`src/rtl/ewb_control.sv`:
```
// ---------------------------------------------------------------------------
// ewb_control
//
// Control FSM for the eviction write buffer (EWB). It sits between the L1
// miss port (cpu side) and the L2 / memory port (mem side). It accepts one
// dirty-line writeback with a zero-wait ack and drains that line to memory
// later. It also keeps reads of the buffered line ordered behind its drain.
//
// Handshakes:
//   cpu_read / cpu_write are held by upstream until cpu_resp pulses for one
//   cycle. mem_read / mem_write are held by this block, with datamux_sel
//   stable, until mem_resp pulses for one cycle. A mem_resp that arrives
//   while no strobe is up is ignored.
//
// Ports:
//   clk, reset       clock; synchronous active-high reset
//   cpu_read         upstream line-read request
//   cpu_write        upstream line-writeback request
//   cpu_addr[15:0]   upstream request address
//   cpu_resp         one-cycle completion pulse to upstream
//   mem_read         downstream read strobe
//   mem_write        downstream write strobe
//   mem_resp         downstream completion pulse
//   load_data        datapath: capture cpu data/address into buffer this edge
//   datamux_sel      datapath: 0 = pass-through cpu side, 1 = buffered line
//   buf_valid        buffer holds an undrained line
// ---------------------------------------------------------------------------
module ewb_control #(
    parameter int unsigned IDLE_DRAIN_CYCLES = 4,
    parameter int unsigned LINE_OFFSET_BITS  = 4
) (
    input  logic        clk,
    input  logic        reset,
    input  logic        cpu_read,
    input  logic        cpu_write,
    input  logic [15:0] cpu_addr,
    output logic        cpu_resp,
    output logic        mem_read,
    output logic        mem_write,
    input  logic        mem_resp,
    output logic        load_data,
    output logic        datamux_sel,
    output logic        buf_valid
);

    localparam int unsigned TAG_W = 16 - LINE_OFFSET_BITS;

    localparam logic [1:0] S_IDLE  = 2'd0;
    localparam logic [1:0] S_FULL  = 2'd1;
    localparam logic [1:0] S_READ  = 2'd2;
    localparam logic [1:0] S_DRAIN = 2'd3;

    // The idle count is compared before it is incremented. With the default
    // of 4 the drain strobe therefore rises on the fifth idle cycle in FULL.
    localparam logic [7:0] CNT_LAST = 8'(IDLE_DRAIN_CYCLES - 1);

    logic [1:0]       state, state_next;
    logic             valid, valid_next;
    logic [TAG_W-1:0] tag;
    logic [7:0]       idle_cnt, idle_cnt_next;
    logic             hit;

    assign hit = (cpu_addr[15:LINE_OFFSET_BITS] == tag);

    always_comb begin
        state_next    = state;
        valid_next    = valid;
        idle_cnt_next = idle_cnt;
        cpu_resp      = 1'b0;
        mem_read      = 1'b0;
        mem_write     = 1'b0;
        load_data     = 1'b0;
        datamux_sel   = 1'b0;

        case (state)
            S_IDLE: begin
                // Read wins if upstream illegally raises both requests.
                if (cpu_read) begin
                    state_next = S_READ;
                end else if (cpu_write) begin
                    load_data     = 1'b1;
                    cpu_resp      = 1'b1;
                    valid_next    = 1'b1;
                    idle_cnt_next = 8'd0;
                    state_next    = S_FULL;
                end
            end
            S_FULL: begin
                if (cpu_read || cpu_write) begin
                    idle_cnt_next = 8'd0;
                    // A read of a different line may bypass the buffered
                    // line. A read of the same line, or a second writeback,
                    // must wait for the drain to finish.
                    if (cpu_read && !hit) begin
                        state_next = S_READ;
                    end else begin
                        state_next = S_DRAIN;
                    end
                end else if (idle_cnt == CNT_LAST) begin
                    state_next = S_DRAIN;
                end else begin
                    idle_cnt_next = idle_cnt + 8'd1;
                end
            end
            S_READ: begin
                mem_read = 1'b1;
                cpu_resp = mem_resp;
                if (mem_resp) begin
                    state_next = valid ? S_FULL : S_IDLE;
                end
            end
            default: begin // S_DRAIN
                mem_write   = 1'b1;
                datamux_sel = 1'b1;
                if (mem_resp) begin
                    valid_next    = 1'b0;
                    idle_cnt_next = 8'd0;
                    state_next    = S_IDLE;
                end
            end
        endcase

        // Keep every output quiet while reset is sampled.
        if (reset) begin
            cpu_resp    = 1'b0;
            mem_read    = 1'b0;
            mem_write   = 1'b0;
            load_data   = 1'b0;
            datamux_sel = 1'b0;
        end
    end

    assign buf_valid = valid & ~reset;

    always_ff @(posedge clk) begin
        if (reset) begin
            state    <= S_IDLE;
            valid    <= 1'b0;
            tag      <= '0;
            idle_cnt <= 8'd0;
        end else begin
            state    <= state_next;
            valid    <= valid_next;
            idle_cnt <= idle_cnt_next;
            if (load_data) begin
                tag <= cpu_addr[15:LINE_OFFSET_BITS];
            end
        end
    end

endmodule
```
`config.mk`:
```
export PLATFORM = sky130hd
export DESIGN_NAME = ewb_control
export DESIGN_NICKNAME = d
export VERILOG_FILES = /design/src/rtl/ewb_control.sv
export SDC_FILE = /design/constraint.sdc
export NUM_CORES = 1
export LEC_CHECK = 0
export CAP_MARGIN = 20
export CORE_AREA = 2 2 41 71
export DETAILED_ROUTE_END_ITERATION = 12
export DIE_AREA = 0 0 43 73
export PLACE_DENSITY = 0.79
export SLEW_MARGIN = 20
export SYNTH_ARGS = -nofsm -noshare
export SYNTH_HDL_FRONTEND = slang
export SYNTH_SLANG_ARGS = --single-unit
```
`constraint.sdc`:
```
create_clock -name clk -period 5.9 [get_ports clk]
set_input_delay 1.18 -clock clk [delete_from_list [all_inputs] [get_ports clk]]
set_output_delay 1.18 -clock clk [all_outputs]
set_load 0.02 [all_outputs]
```
Yosys cells after proc, flatten, opt, wreduce, memory -nomap -nowiden
Cells that the tools add are included.
Operators by class
  add/sub/neg operators: 1
  eq/ne operators: 10
  mux-type cells: 29
  bitwise logic cells: 4
  reductions and logical operators: 11
Operator list (count)
  $mux W8: 5
  $pmux W8 S3: 1
  $mux W1: 14
  $eq A12 B12 Y1: 1
  $mux W2: 6
  $ne A3 B3 Y1 const B: 3
  $add A8 B1 Y8 const B: 1
  $eq A8 B2 Y1 const B: 1
  $reduce_and A4 Y1: 2
  $ne A2 B2 Y1 const B: 3
  $pmux W2 S3: 1
  $reduce_and A5 Y1: 1
  $pmux W1 S2: 2
  $not A1 Y1: 3
  $reduce_bool A3 Y1: 1
  $reduce_or A3 Y1: 1
  $eq A2 B1 Y1 const B: 1
  $eq A2 B2 Y1 const B: 1
  $logic_not A2 Y1: 1
  $reduce_bool A2 Y1: 1
  $reduce_or A2 Y1: 1
  $and A1 B1 Y1: 1
  $logic_and A1 B1 Y1: 1
  $logic_not A1 Y1: 1
  $logic_or A1 B1 Y1: 1
Word-level totals
  bits in registers: 23
  output and inout port bits: 6
  logic and storage cells: 59

Logic depth before layout (Yosys ltp)
Gate-level depths: netlist (run 1).
  depth in word-level cells: 6
  mapped depth: 7
  depth with buffers taken out: 6

Least setup slack after synthesis (run 1)
No wires, ideal clock.
  kind: input -> output
  start point: input port cpu_read
  end point: output port cpu_resp
  arrival time: 1.984 ns
  data required time: 4.720 ns
  setup slack: 2.736 ns
  stages on the path: 3
  path buffers: 0
  path through: nand3b_1 > nor2_1 > a21o_1
Between the ends
  longest elaborated chain between the ends: 3
RTL lines
  start: declaration: line 34  | input logic cpu_read,
  $mux W1: line 78  | if (cpu_read) begin
  $pmux W1 S2: line 75  | case (state)
  $mux W1: line 124  | if (reset) begin
  end: declaration: line 37  | output logic cpu_resp,
Every way passes these cells.

Worst setup path in the final report (run 1)
  start point: input port reset
  end point: output port cpu_resp
Between the ends
  longest elaborated chain between the ends: 1
RTL lines
  start: declaration: line 33  | input logic reset,
  $mux W1: line 124
Every way passes these cells.

==> results.toml, run 1 <==
[placed_design]
hpwl_mm = 2.117
io_buffer_count = 22
globalplace.congestion = 0.8273

[timing]
finalSetupViolCount = 0
hold_viol = 0
finalSetupTns_ns = 0
maxSlewViolCount = 0
rsz0062_at_grt = "false"
slew_headroom = 0.6147
skew_ns = 0.002289
period_needed_ns = 4.267
period_share = 0.7232
fmax_mhz = 234.4
tightest_slew_ns = 0.5761

[synthesis]
async_flop_share = 0
synth_top_area_frac = 0.3515
syn_nets = 175
synth.avg_cell_area_um2 = 8.792
syn_area_um2 = 1310
synth_edf_count = 0
synth_ff_type = "dfxtp_1"
synth_seq_cells = 23
ys_types = 41
synth_area_leaders = "dfxtp_1 (35%), mux2i_1 (9.2%), xor2_1 (8.0%)"
ys_seq_area_frac = 0.3515
ys_warn_count = 0
syn_inst = 149
netlist.top_cell.by_area = "dfxtp_1"

[grt]
grt_start_max_net_pins = 30
grt.total_usage = 0.2011
grt_pass1_wl_mm = 4.892
grt_antenna_before_repair = 0
grt_pass1_vias = 1227
gr-total-overflow = 0

[clock_network]
cts_sinks = 23
insertion_delay_ns = 0.27
htreeDepth = 1
hold_buffers = 0
root_buffer = "clkbuf_8"
cts_buffer_depth = 2
clk_pin_slew_ns = 0.08
cts_tree = "built"
cts_buffers = 3
cts_resized = 0
postCtsSetupRepairBufs = 0

[layout]
layout.cells.most_common = "dfxtp_1"
layout_common_cells = "dfxtp_1 (23), clkdlybuf4s50_1 (22), nor2_1 (19), a21oi_1 (13)"
drive_gt1_frac = 0.05325
diodes = 0
finalNetCount = 196
area_delta_synth_final_pct = 21.78

[setup_path]
end_kind = "output port"
critPathLaunchType = "input port"
critical_path_class = "input port to output port"
cp.required_ns = 4.72
critPathMaxFanout = 15
cp_data_arrival_time_ns = 3.09

[drt]
finalWirelength_mm = 2.907
viasPerCell = 5.959
drc_errors = 0
drt_iter0_markers = 31
wl_per_cell_um = 14.83
ant_nets = 0
vias = 1168
drt-pass1-iter-count = 4

[die]
start_util = 0.4986
die_y_um = 73
die_area_um2 = 3139
num_io_pins = 27
die_x_um = 43
row_count = 25
coreArea_um2 = 2628

[job]
drv_cap = 0

[power]
peakVddDrop_mv = 0.2752
power_density_nw_per_um2 = 313.9
p_leak_nw = 0.6995
finalPower_mw = 0.5007

[hold_path]
worstHoldPathType = "register to register"

[status]
status = "finished, final reports clean"
==> cell type report <==
type / count / area [µm²]
Sequential cell: 23 / 460.4
Multi-Input combinational cell: 115 / 804.5
Timing Repair Buffer: 24 / 239.0
Clock buffer: 3 / 41.29
Tap cell: 27 / 33.78
Clock inverter: 1 / 5.005
Inverter: 3 / 11.26
Fill cell: 252 / 1032
==> per-stage QoR <==
step | area (µm²) | setup slack (ns) | hold slack, ns | instances | util
2_1_floorplan | 1310 | 2.736 | 0.4595 | 149 | -
3_3_place_gp | 1538 | 1.515 | 0.4731 | 191 | 0.5852
3_5_place_dp | 1538 | 1.448 | 0.4914 | 191 | 0.5852
4_1_cts | 1584 | 1.444 | 0.5031 | 195 | 0.6029
5_1_grt | 1595 | 1.499 | 0.5274 | 196 | 0.6071
6_report | 1595 | 1.633 | 0.5034 | 196 | 0.6071
==> critical path: stages <==
cell and delay [ns]:
clkdlybuf4s50_1 0.70, buf_6 0.30, nor2b_1 0.17, a21o_1 0.14, clkdlybuf4s50_1 0.59
==> report_power, final <==
| part | leakage [nW] | internal, mW | switching, mW |
|---|---|---|---|
| Combinational | 0.487 | 0.0965 | 0.111 |
| Clock | 0.0255 | 0.0473 | 0.0529 |
| Sequential | 0.187 | 0.175 | 0.0183 |
==> synthesized netlist by cell type (2+ instances only) <==
library cell,instances
ha_1,5
dfxtp_1,23
clkbuf_1,6
a41oi_1,2
nor4_1,3
nand4_1,2
nor2_1,19
nand2_1,2
nor2b_1,3
xor2_1,12
or3b_1,2
nand3b_1,2
mux2i_1,12
nand4b_1,4
a211oi_1,2
and3_1,2
a21oi_1,13
inv_1,3
nor3_1,2
o21ai_0,9
==> path summary, 6_finish.rpt <==
check | from | end | slack (ns) | depth (start not counted)
max reg2reg | state[0]$_SDFFE_PP0P_ | idle_cnt[7]$_SDFFE_PP0P_ | 3.68 | 5
min reg2reg | idle_cnt[7]$_SDFFE_PP0P_ | idle_cnt[7]$_SDFFE_PP0P_ | 0.50 | 2
max | reset | cpu_resp | 1.63 | 5
min | idle_cnt[7]$_SDFFE_PP0P_ | idle_cnt[7]$_SDFFE_PP0P_ | 0.50 | 2
==> state kept, by name (all words and copies together), names as in the netlist <==
name / count
tag: 12
state: 2
idle_cnt: 8
valid: 1
==> routing by layer <==
layer | global-route usage | up-vias | share of wire
li1 | - | 584 | -
met1 | 0.1911 | 548 | 0.36
met2 | 0.3855 | 27 | 0.56
met3 | 0.03960 | 9 | 0.038
met4 | 0.1111 | 0 | 0.040
met5 | 0 | - | 0
==> cells by family (layout without fill, tap and decap cells) <==
family	count (synthesis)	in the layout	synth area share
simple gates	52	52	0.2350
compound gates	34	34	0.1595
flops	23	23	0.3515
xor+xnor	12	12	0.08023
mux	12	12	0.09169
buf+inv	11	31	0.03438
fa+ha+maj	5	5	0.04776
Power figures use the tool's default switching activity.
==> run 2: changes to the inputs <==
--- a/config.mk
+++ b/config.mk
@@ -6,10 +6,10 @@
 export NUM_CORES = 1
 export LEC_CHECK = 0
 export CAP_MARGIN = 20
-export CORE_AREA = 2 2 41 71
+export CORE_AREA = 2 2 44 77
 export DETAILED_ROUTE_END_ITERATION = 12
-export DIE_AREA = 0 0 43 73
-export PLACE_DENSITY = 0.79
+export DIE_AREA = 0 0 46 79
+export PLACE_DENSITY = 0.72
 export SLEW_MARGIN = 20
 export SYNTH_ARGS = -nofsm -noshare
 export SYNTH_HDL_FRONTEND = slang
==> constraint.sdc (replaced) <==
create_clock -name clk -period 3.74 [get_ports clk]
set_input_delay 0.748 -clock clk [delete_from_list [all_inputs] [get_ports clk]]
set_output_delay 0.748 -clock clk [all_outputs]
set_load 0.02 [all_outputs]
==> run 2 against run 1 <==
Count of clock-buffer cells in the layout is the same. Combinational power up 58%. Core utilization down 8.0 points. Routed wire length shrank 6.3%. Global-route usage down 2.7 points. Sequential power increased by 57%. Critical endpoint unchanged. Clock skew is 0.0024 ns higher. Critical path type unchanged. Flip-flop and latch count did not move.
==> results.toml, run 2 (synthesis gave the netlist of run 1 again) <==
[power]
power_density_nw_per_um2 = 490.6
p_leak_nw = 0.7031
finalPower_mw = 0.7857
peakVddDrop_mv = 0.2769

[clock_network]
cts_buffers = 3
root_buffer = "clkbuf_8"
hold_buffers = 0
cts_tree = "built"
cts_buffer_depth = 2
insertion_delay_ns = 0.27
clk_pin_slew_ns = 0.08
cts_sinks = 23
cts_resized = 0
htreeDepth = 1
postCtsSetupRepairBufs = 0

[timing]
holdWs_ns = 0.5027
skew_ns = 0.004696
maxSlewViolCount = 0
slew_headroom = 0.6376
finalSetupTns_ns = 0
fmax_mhz = 327.5
period_share = 0.8165
period_needed_ns = 3.054
finalSetupViolCount = 0
hold_viol = 0
tightest_slew_ns = 0.5406
rsz0062_at_grt = "false"

[die]
start_util = 0.4309
row_count = 27
coreArea_um2 = 3040
num_io_pins = 27
die_x_um = 46
die_y_um = 79
die_area_um2 = 3634

[setup_path]
cp.required_ns = 2.99
critPathSlowestCell = "clkdlybuf4s50_1"
r2r.worst_path.cells = 6
cpMostUsedCell = "clkdlybuf4s50_1"
critical_path_class = "input port to output port"
r2r_setup_slack_ns = 1.51
critPathLaunchType = "input port"
slowest_delay_ns = 0.59
reg2reg_from = "state[1]$_SDFFE_PP0P_"
path_cells = "clkdlybuf4s50_1 -> nand3b_1 -> nor2_1 -> a21o_1 -> clkdlybuf4s50_1"
end_kind = "output port"
cp_data_arrival_time_ns = 2.31
r2r-end = "idle_cnt[7]$_SDFFE_PP0P_"
critPathMaxFanout = 7

[hold_path]
whs_endpoint = "idle_cnt[7]$_SDFFE_PP0P_"
worstHoldPathType = "register to register"
hold_depth = 2
hold_path_startpoint = "idle_cnt[7]$_SDFFE_PP0P_"

[placed_design]
io_buffer_count = 22
hpwl_mm = 2.096
dpl.cell_count = 195
place_area_um2 = 1555
globalplace.congestion = 0.7699

[drt]
met3_length_um = 161
ant_nets = 0
wl_met2_mm = 1.440
finalWirelength_mm = 2.724
drt-pass1-iter-count = 4
wl_per_cell_um = 13.69
vias = 1188
wl_met1_mm = 1.085
top_layer = "met4"
viasPerCell = 5.970
drc_errors = 0
drt_iter0_markers = 39

[layout]
layout_common_cells = "dfxtp_1 (23), clkdlybuf4s50_1 (22), nor2_1 (19), a21oi_1 (13)"
diodes = 0
reg_top3 = "tag x12, idle_cnt x8, state x2"
layout.cells.most_common = "dfxtp_1"
finalNetCount = 197
largest_reg_flops = 12
regMostFlops = "tag"
design_area_um2 = 1602
final_cells = 199
area_delta_synth_final_pct = 22.25
drive_gt1_frac = 0.05882

[job]
drv_cap = 0

[status]
status = "finished, final reports clean"

[grt]
grt_start_max_net_pins = 18
grt_pass1_wl_mm = 4.961
grt_antenna_before_repair = 0
grt.total_usage = 0.1744
gr-total-overflow = 0
grt_pass1_vias = 1176
==> run 2: worst max-delay path: cells and delay by family <==
family	cells	cell delay [ns]
simple gates	2	0.37
compound gates	1	0.10
buf+inv	2	1.09
==> run 2: routing by layer <==
layer / vias to the layer above / global-route usage
met2: 41 / 0.3000
met3: 7 / 0.04318
met1: 558 / 0.2011
met5: - / 0
li1: 582 / -
met4: 0 / 0.05429
==> run 2: how the worst max path moves through the flow <==
stage / start / to / slack [ns] / cells past startpoint
floorplan: state[0]$_SDFFE_PP0P_ / cpu_resp / 1.43 / 6
CTS: cpu_read / cpu_resp / 0.68 / 5
finish: cpu_read / cpu_resp / 0.69 / 5
detailed placement: cpu_read / cpu_resp / 0.68 / 5
global placement: cpu_read / cpu_resp / 0.72 / 5
global route: cpu_read / cpu_resp / 0.59 / 5
==> run 2: area by class of cell <==
cell class / instances / area, µm²
Clock buffer: 3 / 41.29
Fill cell: 301 / 1439
Timing Repair Buffer: 25 / 242.7
Tap cell: 29 / 36.28
Sequential cell: 23 / 460.4
Inverter: 3 / 11.26
Multi-Input combinational cell: 115 / 804.5
Clock inverter: 1 / 5.005
==> run 2: report_power, final <==
part	total (mW)	internal, mW	switching, mW
registers	0.303	0.276	0.0275
clock network	0.154	0.0744	0.0797
logic	0.328	0.152	0.176
total	0.786	0.502	0.283
==> run 2: per-stage QoR <==
step / utilization / setup WS, ns
finish: 0.5267 / 0.6864
global route: 0.5267 / 0.5946
floorplan: - / 1.428
CTS: 0.5267 / 0.6814
detailed placement: 0.5115 / 0.6814
global placement: 0.5115 / 0.7161
==> run 3: changes to the inputs <==
--- a/config.mk
+++ b/config.mk
@@ -6,10 +6,10 @@
 export NUM_CORES = 1
 export LEC_CHECK = 0
 export CAP_MARGIN = 20
-export CORE_AREA = 2 2 44 77
+export CORE_AREA = 2 2 42 73
 export DETAILED_ROUTE_END_ITERATION = 12
-export DIE_AREA = 0 0 46 79
-export PLACE_DENSITY = 0.72
+export DIE_AREA = 0 0 44 75
+export PLACE_DENSITY = 0.76
 export SLEW_MARGIN = 20
 export SYNTH_ARGS = -nofsm -noshare
 export SYNTH_HDL_FRONTEND = slang
==> constraint.sdc (replaced) <==
create_clock -name clk -period 2.99 [get_ports clk]
set_input_delay 0.598 -clock clk [delete_from_list [all_inputs] [get_ports clk]]
set_output_delay 0.598 -clock clk [all_outputs]
set_load 0.02 [all_outputs]
==> run 3 against run 2 <==
Flip-flop and latch count did not move. Via count grew 0.59%. Sequential power up 25%. Critical path depth stayed put. Worst hold slack better by 0.0059 ns. Routed wire length grew 8.3%. Clock skew fell by 0.0021 ns. Final cell count increased by 0.50%. Die area is 9.2% lower. Combinational power rose by 27%. Core utilization grew 7.6 points. Clock power grew 27%. Largest cell class unchanged.
==> results.toml, run 3 (synthesis gave the netlist of run 1 again) <==
[drt]
ant_nets = 0
drc_errors = 0
wl_per_cell_um = 14.75
wl_met1_mm = 1.199
viasPerCell = 5.975
vias = 1195
met3_length_um = 110
top_layer = "met4"
drt-pass1-iter-count = 4
wl_met2_mm = 1.598
drt_iter0_markers = 22
finalWirelength_mm = 2.950

[setup_path]
cp.required_ns = 2.39
endpoint = "cpu_resp"
r2r-end = "state[1]$_SDFFE_PP0P_"
r2r_setup_slack_ns = 0.90
cp_data_arrival_time_ns = 2.15
cp-startpoint = "cpu_write"
critPathLaunchType = "input port"
reg2reg_from = "idle_cnt[0]$_SDFFE_PP0P_"
critical_path_class = "input port to output port"
end_kind = "output port"
r2r.worst_path.cells = 5
critPathMaxFanout = 4

[layout]
layout.cells.most_common = "dfxtp_1"
layout_common_cells = "dfxtp_1 (23), clkdlybuf4s50_1 (22), nor2_1 (19), a21oi_1 (13)"
largest_reg_flops = 12
drive_gt1_frac = 0.07514
reg_top3 = "tag x12, idle_cnt x8, state x2"
area_delta_synth_final_pct = 23.78
finalNetCount = 200
post-route-util = 0.6028
diodes = 0
regMostFlops = "tag"

[timing]
finalSetupViolCount = 0
tightest_slew_ns = 0.3355
fmax_mhz = 363.3
period_share = 0.9205
slew_headroom = 0.7743
finalSetupTns_ns = 0
maxSlewViolCount = 0
hold_viol = 0
rsz0062_at_grt = "false"
skew_ns = 0.002566
period_needed_ns = 2.752

[die]
die_y_um = 75
coreArea_um2 = 2690
num_io_pins = 27
die_x_um = 44
die_area_um2 = 3300
start_util = 0.4870
row_count = 25

[grt]
grt_antenna_before_repair = 0
grt_start_max_net_pins = 14
grt_pass1_wl_mm = 4.947
grt_pass1_vias = 1172
grt.total_usage = 0.1946
gr-total-overflow = 0

[clock_network]
cts_buffers = 3
clk_pin_slew_ns = 0.08
insertion_delay_ns = 0.26
cts_buffer_depth = 2
postCtsSetupRepairBufs = 0
htreeDepth = 1
root_buffer = "clkbuf_8"
cts_tree = "built"
cts_sinks = 23
cts_resized = 0
hold_buffers = 0

[power]
p_leak_nw = 0.7181
power_density_nw_per_um2 = 612.2
peakVddDrop_mv = 0.4064

[placed_design]
globalplace.congestion = 0.8074
io_buffer_count = 22
hpwl_mm = 2.248

[job]
drv_cap = 0

[hold_path]
worstHoldPathType = "register to register"

[status]
status = "finished, final reports clean"
==> run 3: cell count changes in the layout (fill, tap and decap cells not counted) <==
cell | before | now
buf_4 | 3 | 6
==> run 3: metal layers <==
layer | up-vias | GRT usage
met3 | 6 | 0.02638
li1 | 591 | -
met1 | 564 | 0.2119
met4 | 0 | 0.07744
met2 | 34 | 0.3660
met5 | - | 0
==> run 3: how the worst min path moves through the flow <==
| stage | start | endpoint | slack [ns] | cells after the start |
|---|---|---|---|---|
| global route | idle_cnt[7]$_SDFFE_PP0P_ | idle_cnt[7]$_SDFFE_PP0P_ | 0.55 | 2 |
| global placement | idle_cnt[7]$_SDFFE_PP0P_ | idle_cnt[7]$_SDFFE_PP0P_ | 0.48 | 2 |
| detailed placement | idle_cnt[7]$_SDFFE_PP0P_ | idle_cnt[7]$_SDFFE_PP0P_ | 0.50 | 2 |
| finish | idle_cnt[7]$_SDFFE_PP0P_ | idle_cnt[7]$_SDFFE_PP0P_ | 0.51 | 2 |
| CTS | idle_cnt[7]$_SDFFE_PP0P_ | idle_cnt[7]$_SDFFE_PP0P_ | 0.52 | 2 |
| floorplan | idle_cnt[7]$_SDFFE_PP0P_ | idle_cnt[7]$_SDFFE_PP0P_ | 0.46 | 2 |
==> run 3: power by group <==
group	leakage [nW]	switching, mW	internal, mW
Clock	0.0255	0.102	0.0930
Combinational	0.506	0.223	0.195
Sequential	0.187	0.0354	0.345
Total	0.718	0.360	0.632
==> run 3: critical path, stage by stage <==
cell and delay (ns):
clkdlybuf4s50_1 0.56, nand3b_1 0.13, nor2_1 0.16, a21o_1 0.11
clkdlybuf4s50_1 0.59
==> run 3: area by class of cell <==
cell class,instances,area (µm²)
inverter,3,11.26
fill,233,1069
tap,27,33.78
timing repair buffer,28,265.3
multi-input combinational,115,804.5
clock buffer,3,41.29
sequential,23,460.4
clock inverter,1,5.005
==> run 3: per-stage QoR <==
step / power (mW) / hold WS, ns / instance area [µm²] / setup slack [ns] / std cells
after CTS: 0.9968 / 0.5158 / 1622 / 0.2482 / 200
after global placement: 0.7795 / 0.4758 / 1575 / 0.3289 / 196
after floorplan: 0.6746 / 0.4595 / 1310 / 0.8283 / 149
after global routing: 1.053 / 0.5523 / 1622 / 0.1499 / 200
final: 0.9927 / 0.5085 / 1622 / 0.2376 / 200
after detailed placement: 0.7974 / 0.5036 / 1575 / 0.3009 / 196
